<file path="src/rtl/vga_scanout.sv">
// Programmable VGA timing generator that streams pixels from an external
// synchronous-read frame buffer, with pixel replication and double buffering.
module vga_scanout #(
  parameter int   H_ACTIVE    = 640,
  parameter int   H_FP        = 16,
  parameter int   H_SYNC      = 96,
  parameter int   H_BP        = 48,
  parameter int   V_ACTIVE    = 480,
  parameter int   V_FP        = 10,
  parameter int   V_SYNC      = 2,
  parameter int   V_BP        = 33,
  parameter int   COLOR_W     = 1,
  parameter int   SCALE_SHIFT = 0,
  parameter int   MEM_LAT     = 1,
  parameter logic SYNC_POL    = 1'b0,
  localparam int  H_TOTAL     = H_ACTIVE + H_FP + H_SYNC + H_BP,
  localparam int  V_TOTAL     = V_ACTIVE + V_FP + V_SYNC + V_BP,
  localparam int  FB_W        = H_ACTIVE >> SCALE_SHIFT,
  localparam int  FB_H        = V_ACTIVE >> SCALE_SHIFT,
  localparam int  FB_SIZE     = FB_W * FB_H,
  localparam int  CW          = $clog2((H_TOTAL > V_TOTAL) ? H_TOTAL : V_TOTAL),
  localparam int  AW          = $clog2(2 * FB_SIZE)
) (
  input  logic                   clock,
  input  logic                   reset,
  output logic                   fb_rd_en,
  output logic [AW-1:0]          fb_addr,
  input  logic [3*COLOR_W-1:0]   fb_data,
  input  logic                   swap_req,
  output logic                   swap_ack,
  output logic                   front_buf,
  output logic [COLOR_W-1:0]     vga_r,
  output logic [COLOR_W-1:0]     vga_g,
  output logic [COLOR_W-1:0]     vga_b,
  output logic                   hsync_out,
  output logic                   vsync_out,
  output logic                   in_display,
  output logic [CW-1:0]          count_x,
  output logic [CW-1:0]          count_y,
  output logic                   frame_start
);

  localparam int STAGES = MEM_LAT + 1;

  localparam logic [CW-1:0] X_LAST  = CW'(H_TOTAL - 1);
  localparam logic [CW-1:0] Y_LAST  = CW'(V_TOTAL - 1);
  localparam logic [CW-1:0] X_ACT   = CW'(H_ACTIVE);
  localparam logic [CW-1:0] Y_ACT   = CW'(V_ACTIVE);
  localparam logic [CW-1:0] Y_SWAP  = CW'(V_ACTIVE - 1);
  localparam logic [CW-1:0] HS_BEG  = CW'(H_ACTIVE + H_FP);
  localparam logic [CW-1:0] HS_LAST = CW'(H_ACTIVE + H_FP + H_SYNC - 1);
  localparam logic [CW-1:0] VS_BEG  = CW'(V_ACTIVE + V_FP);
  localparam logic [CW-1:0] VS_LAST = CW'(V_ACTIVE + V_FP + V_SYNC - 1);
  localparam logic [CW-1:0] Y_MASK  = CW'((1 << SCALE_SHIFT) - 1);

  localparam logic [AW-1:0] FB_W_A    = AW'(FB_W);
  localparam logic [AW-1:0] FB_SIZE_A = AW'(FB_SIZE);

  logic              last_x, last_y, active, h_sync, v_sync;
  logic              swap_fire, pending;
  logic [CW-1:0]     y_next;
  logic [AW-1:0]     line_base;
  logic [STAGES:1]   act_pipe, hs_pipe, vs_pipe;

  assign last_x    = (count_x == X_LAST);
  assign last_y    = (count_y == Y_LAST);
  assign y_next    = last_y ? '0 : count_y + 1'b1;
  assign active    = (count_x < X_ACT) && (count_y < Y_ACT);
  assign h_sync    = (count_x >= HS_BEG) && (count_x <= HS_LAST);
  assign v_sync    = (count_y >= VS_BEG) && (count_y <= VS_LAST);
  assign swap_fire = last_x && (count_y == Y_SWAP) && (pending || swap_req);

  // Combinational so it is visible in the very first unreset cycle at (0,0).
  assign frame_start = (count_x == '0) && (count_y == '0) && !reset;

  always_ff @(posedge clock) begin
    if (reset) begin
      count_x <= '0;
      count_y <= '0;
    end else begin
      count_x <= last_x ? '0 : count_x + 1'b1;
      if (last_x) count_y <= y_next;
    end
  end

  // Line base tracks front_buf*FB_SIZE + (y>>S)*FB_W; stepped once per 2^S lines.
  always_ff @(posedge clock) begin
    if (reset) begin
      line_base <= '0;
    end else if (last_x) begin
      if (last_y)
        line_base <= (front_buf ^ swap_fire) ? FB_SIZE_A : '0;
      else if ((y_next & Y_MASK) == '0)
        line_base <= line_base + FB_W_A;
    end
  end

  always_ff @(posedge clock) begin
    if (reset) begin
      fb_rd_en <= 1'b0;
      fb_addr  <= '0;
    end else begin
      fb_rd_en <= active;
      fb_addr  <= line_base + AW'(count_x >> SCALE_SHIFT);
    end
  end

  always_ff @(posedge clock) begin
    if (reset) begin
      pending   <= 1'b0;
      front_buf <= 1'b0;
      swap_ack  <= 1'b0;
    end else begin
      swap_ack <= swap_fire;
      if (swap_fire) begin
        front_buf <= ~front_buf;
        pending   <= 1'b0;
      end else if (swap_req) begin
        pending   <= 1'b1;
      end
    end
  end

  // Timing flags ride alongside the read so they meet the returned data.
  always_ff @(posedge clock) begin
    if (reset) begin
      act_pipe <= '0;
      hs_pipe  <= '0;
      vs_pipe  <= '0;
    end else begin
      act_pipe <= {act_pipe[STAGES-1:1], active};
      hs_pipe  <= {hs_pipe[STAGES-1:1], h_sync};
      vs_pipe  <= {vs_pipe[STAGES-1:1], v_sync};
    end
  end

  always_ff @(posedge clock) begin
    if (reset) begin
      in_display          <= 1'b0;
      {vga_b, vga_g, vga_r} <= '0;
      hsync_out           <= ~SYNC_POL;
      vsync_out           <= ~SYNC_POL;
    end else begin
      in_display          <= act_pipe[STAGES];
      {vga_b, vga_g, vga_r} <= act_pipe[STAGES] ? fb_data : '0;
      hsync_out           <= hs_pipe[STAGES] ? SYNC_POL : ~SYNC_POL;
      vsync_out           <= vs_pipe[STAGES] ? SYNC_POL : ~SYNC_POL;
    end
  end

endmodule

</file>
<file path="config.mk">
export PLATFORM = sky130hd
export DESIGN_NAME = vga_scanout
export DESIGN_NICKNAME = d
export VERILOG_FILES = /design/src/rtl/vga_scanout.sv
export SDC_FILE = /design/constraint.sdc
export NUM_CORES = 1
export LEC_CHECK = 0
export ABC_AREA = 1
export CAP_MARGIN = 20
export CORE_MARGIN = 8
export CORE_UTILIZATION = 40
export DETAILED_ROUTE_END_ITERATION = 6
export PLACE_DENSITY_LB_ADDON = 0.05
export SYNTH_ARGS = -nofsm -noshare
export SYNTH_HDL_FRONTEND = slang
export SYNTH_SLANG_ARGS = --single-unit
</file>
<file path="constraint.sdc">
create_clock -name clock -period 1.5 [get_ports clock]
set_input_delay 0.3 -clock clock [delete_from_list [all_inputs] [get_ports clock]]
set_output_delay 0.3 -clock clock [all_outputs]
set_load 0.005 [all_outputs]
</file>
Word-level counts from Yosys, hierarchy flattened
Cells that the tools add are included.

Latch bits: 0. Flip-flop bits (word level): 76. Memories: 0. Output and inout port bits: 50. ROM bits: 0. Bits in writable memories: 0. Input bits: 6. Logic and storage cells: 52.

Shifts and indexed selects: 0. Order comparisons: 6. Multipliers: 0. Add/subtract/negate cells: 4. Mux-type cells: 5. Div/mod/pow operators: 0. Bitwise operators: 3. Equal/unequal tests: 3. Reductions and logical operators: 14.

Operators with widths (count): $add A10 B1 Y10 const B (2); $add A20 B10 Y20 (1); $add A20 B10 Y20 const B (1); $eq A10 B10 Y1 const B (2); $logic_not A10 Y1 (2); $mux W20 (1); $mux W19 (1); $eq A10 B9 Y1 const B (1); $ge A10 B10 Y1 const B (1); $ge A10 B9 Y1 const B (1); $le A10 B10 Y1 const B (1); $le A10 B9 Y1 const B (1); $lt A10 B10 Y1 const B (1); $lt A10 B9 Y1 const B (1); $mux W10 (1); $logic_and A1 B1 Y1 (7); $reduce_or A2 Y1 (3); $mux W1 (2); $not A1 Y1 (2); $logic_not A1 Y1 (1); $logic_or A1 B1 Y1 (1); $xor A1 B1 Y1 (1).

Logic depth before layout (Yosys ltp)
Depth after elaboration: 6. Mapped depth: 11. Mapped depth without buffers: 11.

Least setup slack after synthesis
No wires, ideal clock.

Path type: reg-to-reg. From: reg count_x[1]. To: reg line_base[19]. Library setup time: 117 ps. Stages on the path, launching flop included: 11. Path buffers: 1. Data required time: 1383 ps. Slack: -57 ps. Data arrival time: 1440 ps. Cells stage by stage: dfxtp_1 > ha_1 > nand2_2 > nor2_2 > nand2_2 > nor2_4 > buf_6 > nand2_2 > nor2_2 > nand2_1 > nor3b_2.

Cells in the longest elaborated chain, start to end: 1.

Ends and longest elaborated chain: start, declared (line 38) `output logic [CW-1:0] count_x,`; start signal, assigned (line 81) `count_x <= last_x ? '0 : count_x + 1'b1;`; $eq A10 B10 Y1 (line 65) `assign last_x = (count_x == X_LAST);`; end signal, assigned (line 92) `line_base <= (front_buf ^ swap_fire) ? FB_SIZE_A : '0;`; end signal, assigned (line 94) `line_base <= line_base + FB_W_A;`; end, declared (line 62) `logic [AW-1:0] line_base;`.

Every way passes these cells. A chain may end at the register's enable or synchronous reset.

Final worst setup path
From: reg count_x[0]. To: out frame_start.

Cells in the longest elaborated chain, start to end: 3.

Ends and longest elaborated chain: $logic_not A10 Y1 (line 74) `assign frame_start = (count_x == '0) && (count_y == '0) && !reset;`; $logic_and A1 B1 Y1 (2 in series) (line 74); end, declared (line 40) `output logic frame_start`.

Every way passes these cells.

==> impl_metrics.env <==
export IMPL_crit_path_end_kind="primary output"
export IMPL_grt_ovfl_total=0
export IMPL_critPathSlowestCell="dfxtp_4"
export IMPL_chipHeight_um=104
export IMPL_maxCapViolations=0
export IMPL_hold_path_class="flop to flop"
export IMPL_synth_avg_cell_area_sq_um=7.26
export IMPL_slew_violations=0
export IMPL_wl_um=9120
export IMPL_netlist_area_sq_um=3070
export IMPL_worstPathArrival_ns=1.47
export IMPL_clkLatencyLatePin_ns=0.35
export IMPL_drc=0
export IMPL_io_buffers=55
export IMPL_synth_nets=438
export IMPL_async_reset_ff_share_pct=0
export IMPL_gp_congestion=0.858
export IMPL_ys_flop_type="dfxtp_1"
export IMPL_outcome="finished with violations"
export IMPL_num_vias=3234
export IMPL_dieArea_sq_um=10700
export IMPL_drt_iter0_drc=105
export IMPL_root_buffer="clkbuf_8"
export IMPL_p_leak_nw=2.36
export IMPL_fin_crit_sh_pct=118
export IMPL_p_per_area_nw_per_um2=747
export IMPL_diodes=0
export IMPL_cts_sinks=68
export IMPL_die_x_um=104
export IMPL_via_per_inst=4.78
export IMPL_fin_crit_ns=1.77
export IMPL_clockBufferDepth=2
export IMPL_grt_usage_pct=16.6
export IMPL_max_stage_delay_ns=0.35
export IMPL_tns_ns=-4.82
export IMPL_final_antenna_net_count=0
export IMPL_core_sq_um=7570
export IMPL_place_hpwl_um=6060
export IMPL_cp_cell_sequence="inv_1 > ha_2 > nand3_2 > nor4_4 > buf_2"
export IMPL_numCtsBuffers=9
export IMPL_yosysWarnings=0
export IMPL_violations="setup timing"
export IMPL_final_setup_viol_count=42
export IMPL_cp_start_kind="flop"
export IMPL_synth_edff_count=0
export IMPL_holdWs_ns=0.374
export IMPL_reg2reg_slack_ns=-0.24
export IMPL_start_util_pct=40.6
export IMPL_wl_per_cell_um=13.5
export IMPL_drive_gt1_share_pct=38.2
export IMPL_vdd_drop_max_uv=534
export IMPL_worst_path_max_fanout=2
export IMPL_rows=32
export IMPL_fin_nets=584
export IMPL_cp_data_required_time_ns=1.20
export IMPL_skew_ns=0.0143
export IMPL_final_seq_area_sq_um=1390
export IMPL_setup_ws_ns=-0.269
export IMPL_crit_type="flop to primary output"
export IMPL_synth_yosys_seq_area_share_pct=44.3
export IMPL_areaGrowthSynthToFinish_pct=67.2
export IMPL_multiInputGateArea_sq_um=1830
export IMPL_grt_pass1_vias=3147
export IMPL_grt_max_degree=24
export IMPL_nFillCells=622
export IMPL_max_freq_ghz=0.565
export IMPL_firstDrtPassIters=4
export IMPL_synth_cells=423
export IMPL_tritoncts="built"
export IMPL_cts_htree_levels=3
export IMPL_antenna_found_initial=0
export IMPL_clk_pin_slew_worst_paths_ns=0.08
export IMPL_finalHoldViolCount=0
export IMPL_ys_types=34
export IMPL_grt_pass1_wl_um=14800
export IMPL_ys_ff_latch=68
export IMPL_ioPinCount=56
export IMPL_rsz0062_at_grt="yes"
==> metal layers <==
metal / up-vias / GRT usage (%) / routed length, um
li1: 1657 / - / -
met1: 1491 / 19.1 / 3950
met2: 71 / 28.0 / 4530
met3: 15 / 4.09 / 444
met4: 0 / 8.27 / 190
met5: - / 0 / 0
==> worst paths after layout <==
path	endpoint	depth (start not counted)	startpoint
max	frame_start	5	count_x[0]$_SDFF_PP0_
min	hsync_out$_SDFF_PP1_	1	hs_pipe[2]$_SDFF_PP0_
max reg2reg	line_base[9]$_SDFFE_PP0P_	11	count_x[1]$_SDFF_PP0_
min reg2reg	hsync_out$_SDFF_PP1_	1	hs_pipe[2]$_SDFF_PP0_
==> cells by family after synthesis <==
| logic type | count (synthesis) | share of synthesized area, % |
|---|---|---|
| compound gates | 62 | 10.9 |
| simple gates | 211 | 31.5 |
| flops | 68 | 44.3 |
| xor+xnor | 2 | 0.570 |
| fa+ha+maj | 9 | 3.66 |
| buf+inv | 70 | 8.92 |
| other cells | 1 | 0.122 |
==> cell type report <==
| type | instances | area share (%) |
|---|---|---|
| Clock buffer | 10 | 2.68 |
| Clock inverter | 6 | 1.85 |
| Inverter | 64 | 4.85 |
| Multi-Input combinational cell | 285 | 35.6 |
| Sequential cell | 68 | 27.0 |
| Tap cell | 102 | 2.48 |
| Timing Repair Buffer | 141 | 25.5 |
==> flip-flops by register name (all words and copies together), names as in the netlist, 2 cells and up <==
register,count
fb_addr,20
line_base,13
count_x,10
count_y,10
act_pipe,2
hs_pipe,2
vs_pipe,2
==> Yosys cell counts, drive strengths merged (9+ instances only) <==
master,number,share of area [%]
inv,64,7.8
nand3,30,5.2
nand2,83,11
a21oi,32,5.6
nor3,12,2.0
nand4,9,1.8
o21ai,24,3.9
ha,9,3.7
nor2,67,8.7
dfxtp,68,44
==> cells in the final DEF (no fill, tap or decap), drive strengths merged, types with 2 or more instances in the layout <==
cell type | Yosys | layout
nor3b | 4 | 4
nand4 | 9 | 9
buf | 2 | 86
a21oi | 32 | 32
nand3 | 30 | 30
clkdlybuf4s50 | 0 | 26
o21ai | 24 | 24
clkbuf | 4 | 10
bufinv | 0 | 2
dlymetal6s2s | 0 | 9
inv | 64 | 65
xor2 | 2 | 2
clkdlybuf4s15 | 0 | 3
dfxtp | 68 | 68
ha | 9 | 9
dlygate4sd2 | 0 | 16
nor3 | 12 | 12
clkinv | 0 | 2
nand2 | 83 | 83
o21a | 2 | 2
nor2 | 67 | 67
nor4 | 4 | 4
==> power by group <==
| group | switching, W | internal (W) | leakage (nW) | total [W] |
|---|---|---|---|---|
| Combinational | 0.000120 | 0.000119 | 1.68 | 0.000239 |
| Clock | 0.000769 | 0.000999 | 0.117 | 0.00177 |
| Sequential | 0.00000874 | 0.00182 | 0.558 | 0.00183 |
| Total | 0.000898 | 0.00294 | 2.36 | 0.00384 |
==> per-stage QoR <==
stage / worst slack [ns] / util [%] / cells / cell area [sq um] / power (W)
finish: -0.269 / 67.9 / 676 / 5140 / 0.00384
global route: -0.374 / 67.9 / 676 / 5140 / 0.00398
CTS: -0.290 / 65.0 / 674 / 4920 / 0.00384
detailed placement: -0.562 / 56.5 / 644 / 4280 / 0.00207
global placement: -0.625 / 56.5 / 644 / 4280 / 0.00207
floorplan: -0.0136 / - / 423 / 3100 / 0.00196
==> worst max-delay path, delay by kind of cell, from the launching register on <==
kind          cells  cell delay, ns
fa+ha+maj         1            0.18
flops             1            0.35
buf+inv           2            0.23
simple gates      2            0.38
==> repair_timing <==
| item | in CTS | in global routing |
|---|---|---|
| cloned | 1 | 0 |
| resized for setup | 122 | 60 |
| hold buffers | 0 | 0 |
| endpoints found under the setup margin | 68 | 56 |
| setup buffers | 14 | 2 |
| pin swaps | 32 | 19 |
Note: power is estimated with default switching activity, not from simulation.
